==> src/rtl/spi_master_if.sv <==
// Command/response bundle between a host and the SPI initiator.
// Signals: cmd_valid/cmd_ready/cmd_data in, rsp_valid/rsp_data/busy back.
interface spi_master_if;
   logic       cmd_valid;
   logic       cmd_ready;
   logic [9:0] cmd_data;
   logic       rsp_valid;
   logic [7:0] rsp_data;
   logic       busy;

   modport master (
      output cmd_valid, cmd_data,
      input  cmd_ready, rsp_valid, rsp_data, busy
   );

   modport slave (
      input  cmd_valid, cmd_data,
      output cmd_ready, rsp_valid, rsp_data, busy
   );
endinterface

==> src/rtl/spi_master.sv <==
// SPI mode-0 initiator: 10-bit commands out on mosi, 8-bit read reply in.
// Ports: clk, rst_n (sync, low), cmd (if slave side), sclk, ss_n, mosi, miso.
module spi_master #(
   parameter int CLK_DIV     = 2,
   parameter int TURN_CYCLES = 2
) (
   input  logic        clk,
   input  logic        rst_n,
   spi_master_if.slave cmd,
   output logic        sclk,
   output logic        ss_n,
   output logic        mosi,
   input  logic        miso
);

   localparam int CW = (CLK_DIV > 1) ? $clog2(CLK_DIV) : 1;
   localparam int TW = (TURN_CYCLES > 1) ? $clog2(TURN_CYCLES) : 1;

   localparam logic [2:0] IDLE      = 3'd0;
   localparam logic [2:0] SHIFT_CMD = 3'd1;
   localparam logic [2:0] TURN      = 3'd2;
   localparam logic [2:0] SHIFT_RSP = 3'd3;
   localparam logic [2:0] END       = 3'd4;

   logic [2:0]    state;
   logic [CW-1:0] hcnt;
   logic [3:0]    bcnt;
   logic [TW-1:0] tcnt;
   logic [9:0]    sh;
   logic [7:0]    rx;
   logic          rd;
   logic          rsp_valid_q;
   logic [7:0]    rsp_data_q;

   logic wrap;
   logic rise;
   logic fall;

   always_comb begin
      wrap = (hcnt == CW'(CLK_DIV - 1));
      rise = wrap & ~sclk;
      fall = wrap & sclk;
   end

   assign cmd.cmd_ready = (state == IDLE);
   assign cmd.busy      = (state != IDLE);
   assign cmd.rsp_valid = rsp_valid_q;
   assign cmd.rsp_data  = rsp_data_q;

   always_ff @(posedge clk) begin
      if (!rst_n) begin
         state       <= IDLE;
         hcnt        <= '0;
         bcnt        <= '0;
         tcnt        <= '0;
         sh          <= '0;
         rx          <= '0;
         rd          <= 1'b0;
         sclk        <= 1'b0;
         ss_n        <= 1'b1;
         mosi        <= 1'b0;
         rsp_valid_q <= 1'b0;
         rsp_data_q  <= '0;
      end else begin
         rsp_valid_q <= 1'b0;
         // Half-period counter free-runs in every non-idle state;
         // END reuses it to time the ss_n high gap.
         if (state != IDLE)
            hcnt <= wrap ? '0 : hcnt + CW'(1);
         case (state)
            IDLE: begin
               if (cmd.cmd_valid) begin
                  sh    <= cmd.cmd_data;
                  rd    <= &cmd.cmd_data[9:8];
                  ss_n  <= 1'b0;
                  mosi  <= cmd.cmd_data[9];
                  hcnt  <= '0;
                  bcnt  <= '0;
                  state <= SHIFT_CMD;
               end
            end
            SHIFT_CMD: begin
               if (wrap)
                  sclk <= ~sclk;
               if (fall) begin
                  if (bcnt == 4'd9) begin
                     mosi <= 1'b0;
                     bcnt <= '0;
                     tcnt <= '0;
                     if (rd) begin
                        state <= TURN;
                     end else begin
                        ss_n  <= 1'b1;
                        state <= END;
                     end
                  end else begin
                     bcnt <= bcnt + 4'd1;
                     mosi <= sh[8];
                     sh   <= {sh[8:0], 1'b0};
                  end
               end
            end
            TURN: begin
               if (wrap)
                  sclk <= ~sclk;
               if (fall) begin
                  if (tcnt == TW'(TURN_CYCLES - 1)) begin
                     bcnt  <= '0;
                     state <= SHIFT_RSP;
                  end else begin
                     tcnt <= tcnt + TW'(1);
                  end
               end
            end
            SHIFT_RSP: begin
               if (wrap)
                  sclk <= ~sclk;
               if (rise)
                  rx <= {rx[6:0], miso};
               if (fall) begin
                  if (bcnt == 4'd7) begin
                     ss_n        <= 1'b1;
                     rsp_data_q  <= rx;
                     rsp_valid_q <= 1'b1;
                     state       <= END;
                  end else begin
                     bcnt <= bcnt + 4'd1;
                  end
               end
            end
            END: begin
               if (wrap)
                  state <= IDLE;
            end
            default: state <= IDLE;
         endcase
      end
   end

endmodule

==> src/flat_wrapper.sv <==
// flat-port wrapper written by rule: the top's interface ports become plain ports
module spi_master_flat 
#(
   parameter int CLK_DIV     = 2,
   parameter int TURN_CYCLES = 2
)
  (clk, rst_n, sclk, ss_n, mosi, miso, cmd_cmd_valid, cmd_cmd_data, cmd_cmd_ready, cmd_rsp_valid, cmd_rsp_data, cmd_busy);
  spi_master_if cmd_i ();
  input  logic clk;
  input  logic rst_n;
  output logic sclk;
  output logic ss_n;
  output logic mosi;
  input  logic miso;
  input wire logic [$bits(cmd_i.cmd_valid)-1:0] cmd_cmd_valid;
  input wire logic [$bits(cmd_i.cmd_data)-1:0] cmd_cmd_data;
  output wire logic [$bits(cmd_i.cmd_ready)-1:0] cmd_cmd_ready;
  output wire logic [$bits(cmd_i.rsp_valid)-1:0] cmd_rsp_valid;
  output wire logic [$bits(cmd_i.rsp_data)-1:0] cmd_rsp_data;
  output wire logic [$bits(cmd_i.busy)-1:0] cmd_busy;
  assign cmd_i.cmd_valid = cmd_cmd_valid;
  assign cmd_i.cmd_data = cmd_cmd_data;
  assign cmd_cmd_ready = cmd_i.cmd_ready;
  assign cmd_rsp_valid = cmd_i.rsp_valid;
  assign cmd_rsp_data = cmd_i.rsp_data;
  assign cmd_busy = cmd_i.busy;
  spi_master #(.CLK_DIV(CLK_DIV), .TURN_CYCLES(TURN_CYCLES)) u_core (.clk(clk), .rst_n(rst_n), .cmd(cmd_i), .sclk(sclk), .ss_n(ss_n), .mosi(mosi), .miso(miso));
endmodule
==> config.mk <==
export PLATFORM = sky130hd
export DESIGN_NAME = spi_master_flat
export DESIGN_NICKNAME = d
export VERILOG_FILES = /design/src/rtl/spi_master_if.sv /design/src/rtl/spi_master.sv /design/src/flat_wrapper.sv
export SDC_FILE = /design/constraint.sdc
export NUM_CORES = 1
export LEC_CHECK = 0
export ABC_AREA = 1
export CAP_MARGIN = 20
export CORE_ASPECT_RATIO = 1.4
export CORE_MARGIN = 2
export CORE_UTILIZATION = 30
export DETAILED_ROUTE_END_ITERATION = 10
export GPL_TIMING_DRIVEN = 0
export PLACE_DENSITY = 0.55
export SLEW_MARGIN = 20
export SYNTH_ARGS = -nofsm -noshare
export SYNTH_HDL_FRONTEND = slang
export SYNTH_SLANG_ARGS = --single-unit
==> constraint.sdc <==
create_clock -name clk -period 2.8 [get_ports clk]
set_clock_uncertainty 0.1 [all_clocks]
set_input_delay 0.28 -clock clk [delete_from_list [all_inputs] [get_ports clk]]
set_output_delay 0.28 -clock clk [all_outputs]
set_load 0.02 [all_outputs]
==> results of run 1 <==
-- worst max-delay path: stages (launching register included) --
cell and delay, ns:
dfxtp_1 0.37, nor2_2 0.24, inv_2 0.07, nor2_4 0.13
inv_2 0.09, clkdlybuf4s50_1 0.54
-- synth_stat cells (2+ instances only) --
master	number	area [um^2]
nand2_1	61	229.0
nor2_1	54	202.7
dfxtp_1	39	780.8
inv_1	24	90.09
o21ai_0	20	100.1
a21oi_1	19	95.09
nand3_1	15	75.07
nand4_1	9	56.30
inv_2	5	18.77
buf_6	3	33.78
nand3b_1	3	22.52
nor2_2	3	18.77
buf_2	2	10.01
clkbuf_1	2	7.510
ha_1	2	25.02
nand2_2	2	12.51
nor2_4	2	22.52
-- worst paths after layout --
path	from	endpoint	slack, ns	cells after the start
hold / removal	u_core.cmd.rsp_data[4]	u_core.cmd.rsp_data[4]	0.35	2
setup / recovery	u_core.state[0]	cmd_busy	0.68	5
hold reg to reg	u_core.cmd.rsp_data[4]	u_core.cmd.rsp_data[4]	0.35	2
setup reg to reg	u_core.bcnt[0]	u_core.cmd.rsp_data[4]	1.00	7
-- cells by family after synthesis --
logic type	Yosys count	share of synthesized area
buffers and inverters	36	0.08649
XOR/XNOR	1	0.004731
AO/OA/AOI/OAI	42	0.1223
adder cells (fa/ha/maj)	2	0.01351
flip-flops	39	0.4216
AND/OR/NAND/NOR	150	0.3513
-- final cells by class --
type                       count  area, um^2  share of cell area
buffer                         7       51.30             0.02201
clock buffer                   6       82.58             0.03543
clock inverter                 2       38.79             0.01664
inverter                      29       108.9             0.04670
multi-input combinational    195       910.9              0.3908
sequential                    39       780.7              0.3349
tap                           70       87.58             0.03757
timing repair buffer          27       270.3              0.1159
-- cells in the final DEF, fill, tap and decap left out, drive strengths merged --
cell	instances
clkdlybuf4s50	27
clkbuf	8
o21ai	20
xor2	1
nand3b	3
inv	30
o31ai	1
dfxtp	39
nand3	15
nand4	9
nand2	64
buf	5
ha	2
nor2	59
bufinv	1
o21a	1
a21oi	20
-- stage by stage --
step	power (W)	hold WS, ns
finish	0.002285	0.3475
global route	0.002486	0.3688
CTS	0.002305	0.3502
detailed placement	0.001791	0.3378
global placement	0.001788	0.3351
floorplan	0.001514	0.3184
-- layer usage --
metal / vias to the layer above / GRT usage / wire, um
met2: 42 / 0.2329 / 2209
met1: 807 / 0.1714 / 1944
met4: 0 / 0.05769 / 85
li1: 930 / - / -
met3: 6 / 0.02708 / 181
met5: - / 0 / 0
-- power by group through the flow --
stage / logic, W / registers, W / clock network [W]
detailed placement: 0.000994 / 0.000797 / 0
floorplan: 0.000720 / 0.000794 / 0
CTS: 0.000996 / 0.000785 / 0.000524
global route: 0.00114 / 0.000801 / 0.000545
global placement: 0.000995 / 0.000793 / 0
finish: 0.000986 / 0.000787 / 0.000512
-- sequential cells by signal, indices dropped and copies added (netlist names) --
register,count
u_core.rx,8
u_core.mosi,1
u_core.sclk,1
u_core.sh,9
u_core.rd,1
u_core.state,3
u_core.cmd.rsp_data,8
u_core.cmd.rsp_valid,1
u_core.tcnt,1
u_core.bcnt,4
u_core.hcnt,1
u_core.ss_n,1
==> flow_summary.toml, run 1 <==
[floorplanning]
start_util = 0.3136
core_um2 = 5904
die_x_um = 70.40
die_y_um = 96.96
io_pins = 28
rows = 33
die_area_um2 = 6826

[synthesis]
netlist_area_um2 = 1852
postSynthAreaPerCell_um2 = 6.858
synth.net_count = 286
synth_edf_count = 0
yosysWarnings = 0
synth-main-ff-cell = "dfxtp_1"
synthDistinctLibCells = 22
async_flop_share = 0
ys_ff_latch = 39
synthCells = 270
ys_seq_area_frac = 0.4216

[pwr]
p_sw_w = 0.0009408
cellPowerDensity_nw_per_um2 = 980.4
switching_share = 0.4116
intPower_w = 0.001345
peakVddDrop_mv = 0.2776
pwr-share-clk = 0.224
p_seq_frac = 0.344
p_leak_nw = 0.9923
comb_power_share = 0.432

[cts]
hold_buffers = 0
cts_setup_buffers = 0
cts_buffers = 5
cts_root_buffer = "clkbuf_8"
clockBufferDepth = 2
cts_resized = 0
cts-htree-levels = 2
cts.sinks = 39
cts_tree = "done"
clk_latency_ns = 0.30
clk_pin_slew_worst_paths_ns = 0.08

[status]
status = "finished, final reports clean"

[worst_setup_path]
path_class = "reg2out"
setup.worst_path.start_class = "register"
cp_max_fo = 5
endpoint_kind = "output port"
crit_arrival_ns = 1.74
worstPathRequired_ns = 2.42

[placed_design]
gp_congestion = 0.8514
placedCellCount = 367
dp_hpwl_mm = 3.249
io_buffers = 27
dpl_cell_area_um2 = 2210
detailedPlace.worstSlack_ns = 0.9942

[global_routing]
grt_pass1_wl_mm = 7.631
grt_usage = 0.1390
grt_pass1_vias = 1608
overflow = 0
antenna_found_initial = 0
grt_max_degree = 14

[sta]
worstMarginPinSlew_ns = 0.3499
slew_viol_final = 0
fmax_mhz = 470.8
slew_headroom = 0.7668
rsz0062_at_grt = "false"
tns_ns = 0
final-setup-viol-count = 0
fin_ws_ns = 0.6759
hold_viol_final = 0
fin_crit_ns = 2.124
fin_crit_sh = 0.7586

[min_path]
hold_path.class = "reg2reg"

[final_layout]
final_nets = 320
design_area_um2 = 2331
area_growth_pct = 25.88
nFillCells = 638
diodes = 0
drive_gt1_frac = 0.08852
final_cells = 375
final_util = 0.3948

[flow_run]
max_cap_viol_count = 0

[routing]
first_pass_iters = 4
antenna_left = 0
via_count = 1785
drcViolationCount = 0
wl_per_cell_um = 11.79
detail_route.iter0.violations = 118
wl_mm = 4.421
via_per_inst = 4.760
No activity file was read; power rests on OpenSTA's default activity.
==> run 2: changes to the inputs <==
==> constraint.sdc (replaced) <==
create_clock -name clk -period 2.14 [get_ports clk]
set_clock_uncertainty 0.1 [all_clocks]
set_input_delay 0.214 -clock clk [delete_from_list [all_inputs] [get_ports clk]]
set_output_delay 0.214 -clock clk [all_outputs]
set_load 0.02 [all_outputs]
==> run 2 against run 1 <==
Power up 31%. First-iteration DRC count down 4.2%. Flip-flop and latch count unchanged. Highest routed layer unchanged. Largest cell class unchanged. Via count down 0.22%. Routed wire length up 0.20%. Utilization up 0.085 points. Sequential share of layout area down 0.072 points.
==> flow_summary.toml, run 2 (synthesis gave the netlist of run 1 again) <==
[final_layout]
top_register = "u_core.sh"
diodes = 0
drive_gt1_frac = 0.08852
mostFrequentLayoutCells = "nand2_1, nor2_1, dfxtp_1, clkdlybuf4s50_1, inv_1"
final_common_cell = "nand2_1"
area_growth_pct = 26.15
final_nets = 320
largest_reg_flops = 9

[sta]
worstMarginPinSlew_ns = 0.3581
fmax_mhz = 495.0
fin_crit_ns = 2.020
tns_ns = 0
hold_viol_final = 0
final-setup-viol-count = 0
fin_ws_ns = 0.1198
fin_crit_sh = 0.9440
slew_viol_final = 0
rsz0062_at_grt = "false"
slew_headroom = 0.7613

[worst_setup_path]
endpoint_kind = "output port"
crit_arrival_ns = 1.71
rr_startpoint = "u_core.bcnt[0]"
r2r_slack_ns = 0.34
r2r_end = "u_core.cmd.rsp_data[4]"
worstPathRequired_ns = 1.83
setup.worst_path.start_class = "register"
ff2ff_path_depth = 7
cp_max_fo = 5
path_class = "reg2out"

[floorplanning]
start_util = 0.3136
die_area_um2 = 6826
core_um2 = 5904
io_pins = 28
rows = 33
die_x_um = 70.40
die_y_um = 96.96

[min_path]
min-delay-start = "u_core.cmd.rsp_data[4]"
hold_path.class = "reg2reg"
min_to = "u_core.cmd.rsp_data[4]"
worstHoldPathCells = 2

[placed_design]
gp_congestion = 0.8514
detailedPlace.worstSlack_ns = 0.3342
io_buffers = 27
dp_hpwl_mm = 3.249

[global_routing]
antenna_found_initial = 0
grt_pass1_vias = 1608
grt_max_degree = 14
grt_pass1_wl_mm = 7.631
grt_usage = 0.1390
overflow = 0

[cts]
cts-htree-levels = 2
cts_setup_buffers = 0
cts_root_buffer = "clkbuf_8"
clk_pin_slew_worst_paths_ns = 0.09
cts.sinks = 39
clockBufferDepth = 2
cts_tree = "done"
clk_latency_ns = 0.30
cts_buffers = 5
hold_buffers = 0

[routing]
antenna_left = 0
drcViolationCount = 0
detail_route.iter0.violations = 113
via_count = 1781
first_pass_iters = 4
wl_mm = 4.430
wl_per_cell_um = 11.81
via_per_inst = 4.749

[status]
status = "finished, final reports clean"

[flow_run]
max_cap_viol_count = 0

[pwr]
cellPowerDensity_nw_per_um2 = 1285
p_leak_nw = 0.9941
peakVddDrop_mv = 0.3651
-- run 2: cell types whose count changed in the layout (fill, tap and decap cells not counted) --
cell    delta
nor2_4     +1
nor2_2     -1
-- run 2: worst max-delay path by stage --
stage | start | endpoint | slack (ns) | cells after the start
after detailed placement | u_core.bcnt[0] | u_core.cmd.rsp_data[4] | 0.33 | 7
after global placement | u_core.bcnt[0] | u_core.cmd.rsp_data[4] | 0.34 | 7
after CTS | u_core.state[2] | cmd_busy | 0.09 | 5
after floorplan | u_core.state[2] | u_core.sh[0] | 0.64 | 8
final | u_core.state[2] | cmd_busy | 0.12 | 5
after global routing | u_core.state[2] | cmd_busy | 0.04 | 5
-- run 2: layout make-up --
type / count / area (um^2)
multi-input combinational: 195 / 915.9
clock buffer: 6 / 82.58
timing repair buffer: 27 / 270.3
buffer: 7 / 51.30
fill: 638 / 3568
sequential: 39 / 780.7
inverter: 29 / 108.9
clock inverter: 2 / 38.79
tap: 70 / 87.58
-- run 2: where the power goes --
part	leakage (nW)	switching, W	internal [W]	total, W
combinational	0.614	0.000815	0.000480	0.00129
clock	0.0618	0.000291	0.000384	0.000675
sequential	0.318	0.000132	0.000899	0.00103
-- run 2: routing by layer --
metal	vias to the layer above	GRT usage	wire, um
met2	46	0.2329	2187
li1	930	-	-
met1	799	0.1714	1944
met3	6	0.02708	213
met5	-	0	0
met4	0	0.05769	85
-- run 2: metrics by stage --
stage	cell area (um^2)	std cells	utilization	hold WS, ns	total power [W]
after floorplan	1852	270	-	0.2524	0.001981
after global placement	2210	367	0.3742	0.3351	0.002339
after detailed placement	2210	367	0.3742	0.3378	0.002343
after CTS	2331	375	0.3948	0.3502	0.003016
after global routing	2336	375	0.3956	0.3688	0.003261
final	2336	375	0.3956	0.3478	0.003002
-- run 2: timing repair --
item	CTS	global route
resized for setup	0	1
endpoints found under the hold margin	0	0
endpoints found under the setup margin	0	1
-- run 2: critical path, stage by stage (launching register included) --
cell             delay [ns]
dfxtp_1                0.48
nor2_4                 0.08
inv_2                  0.07
nor2_4                 0.04
inv_2                  0.11
clkdlybuf4s50_1        0.62
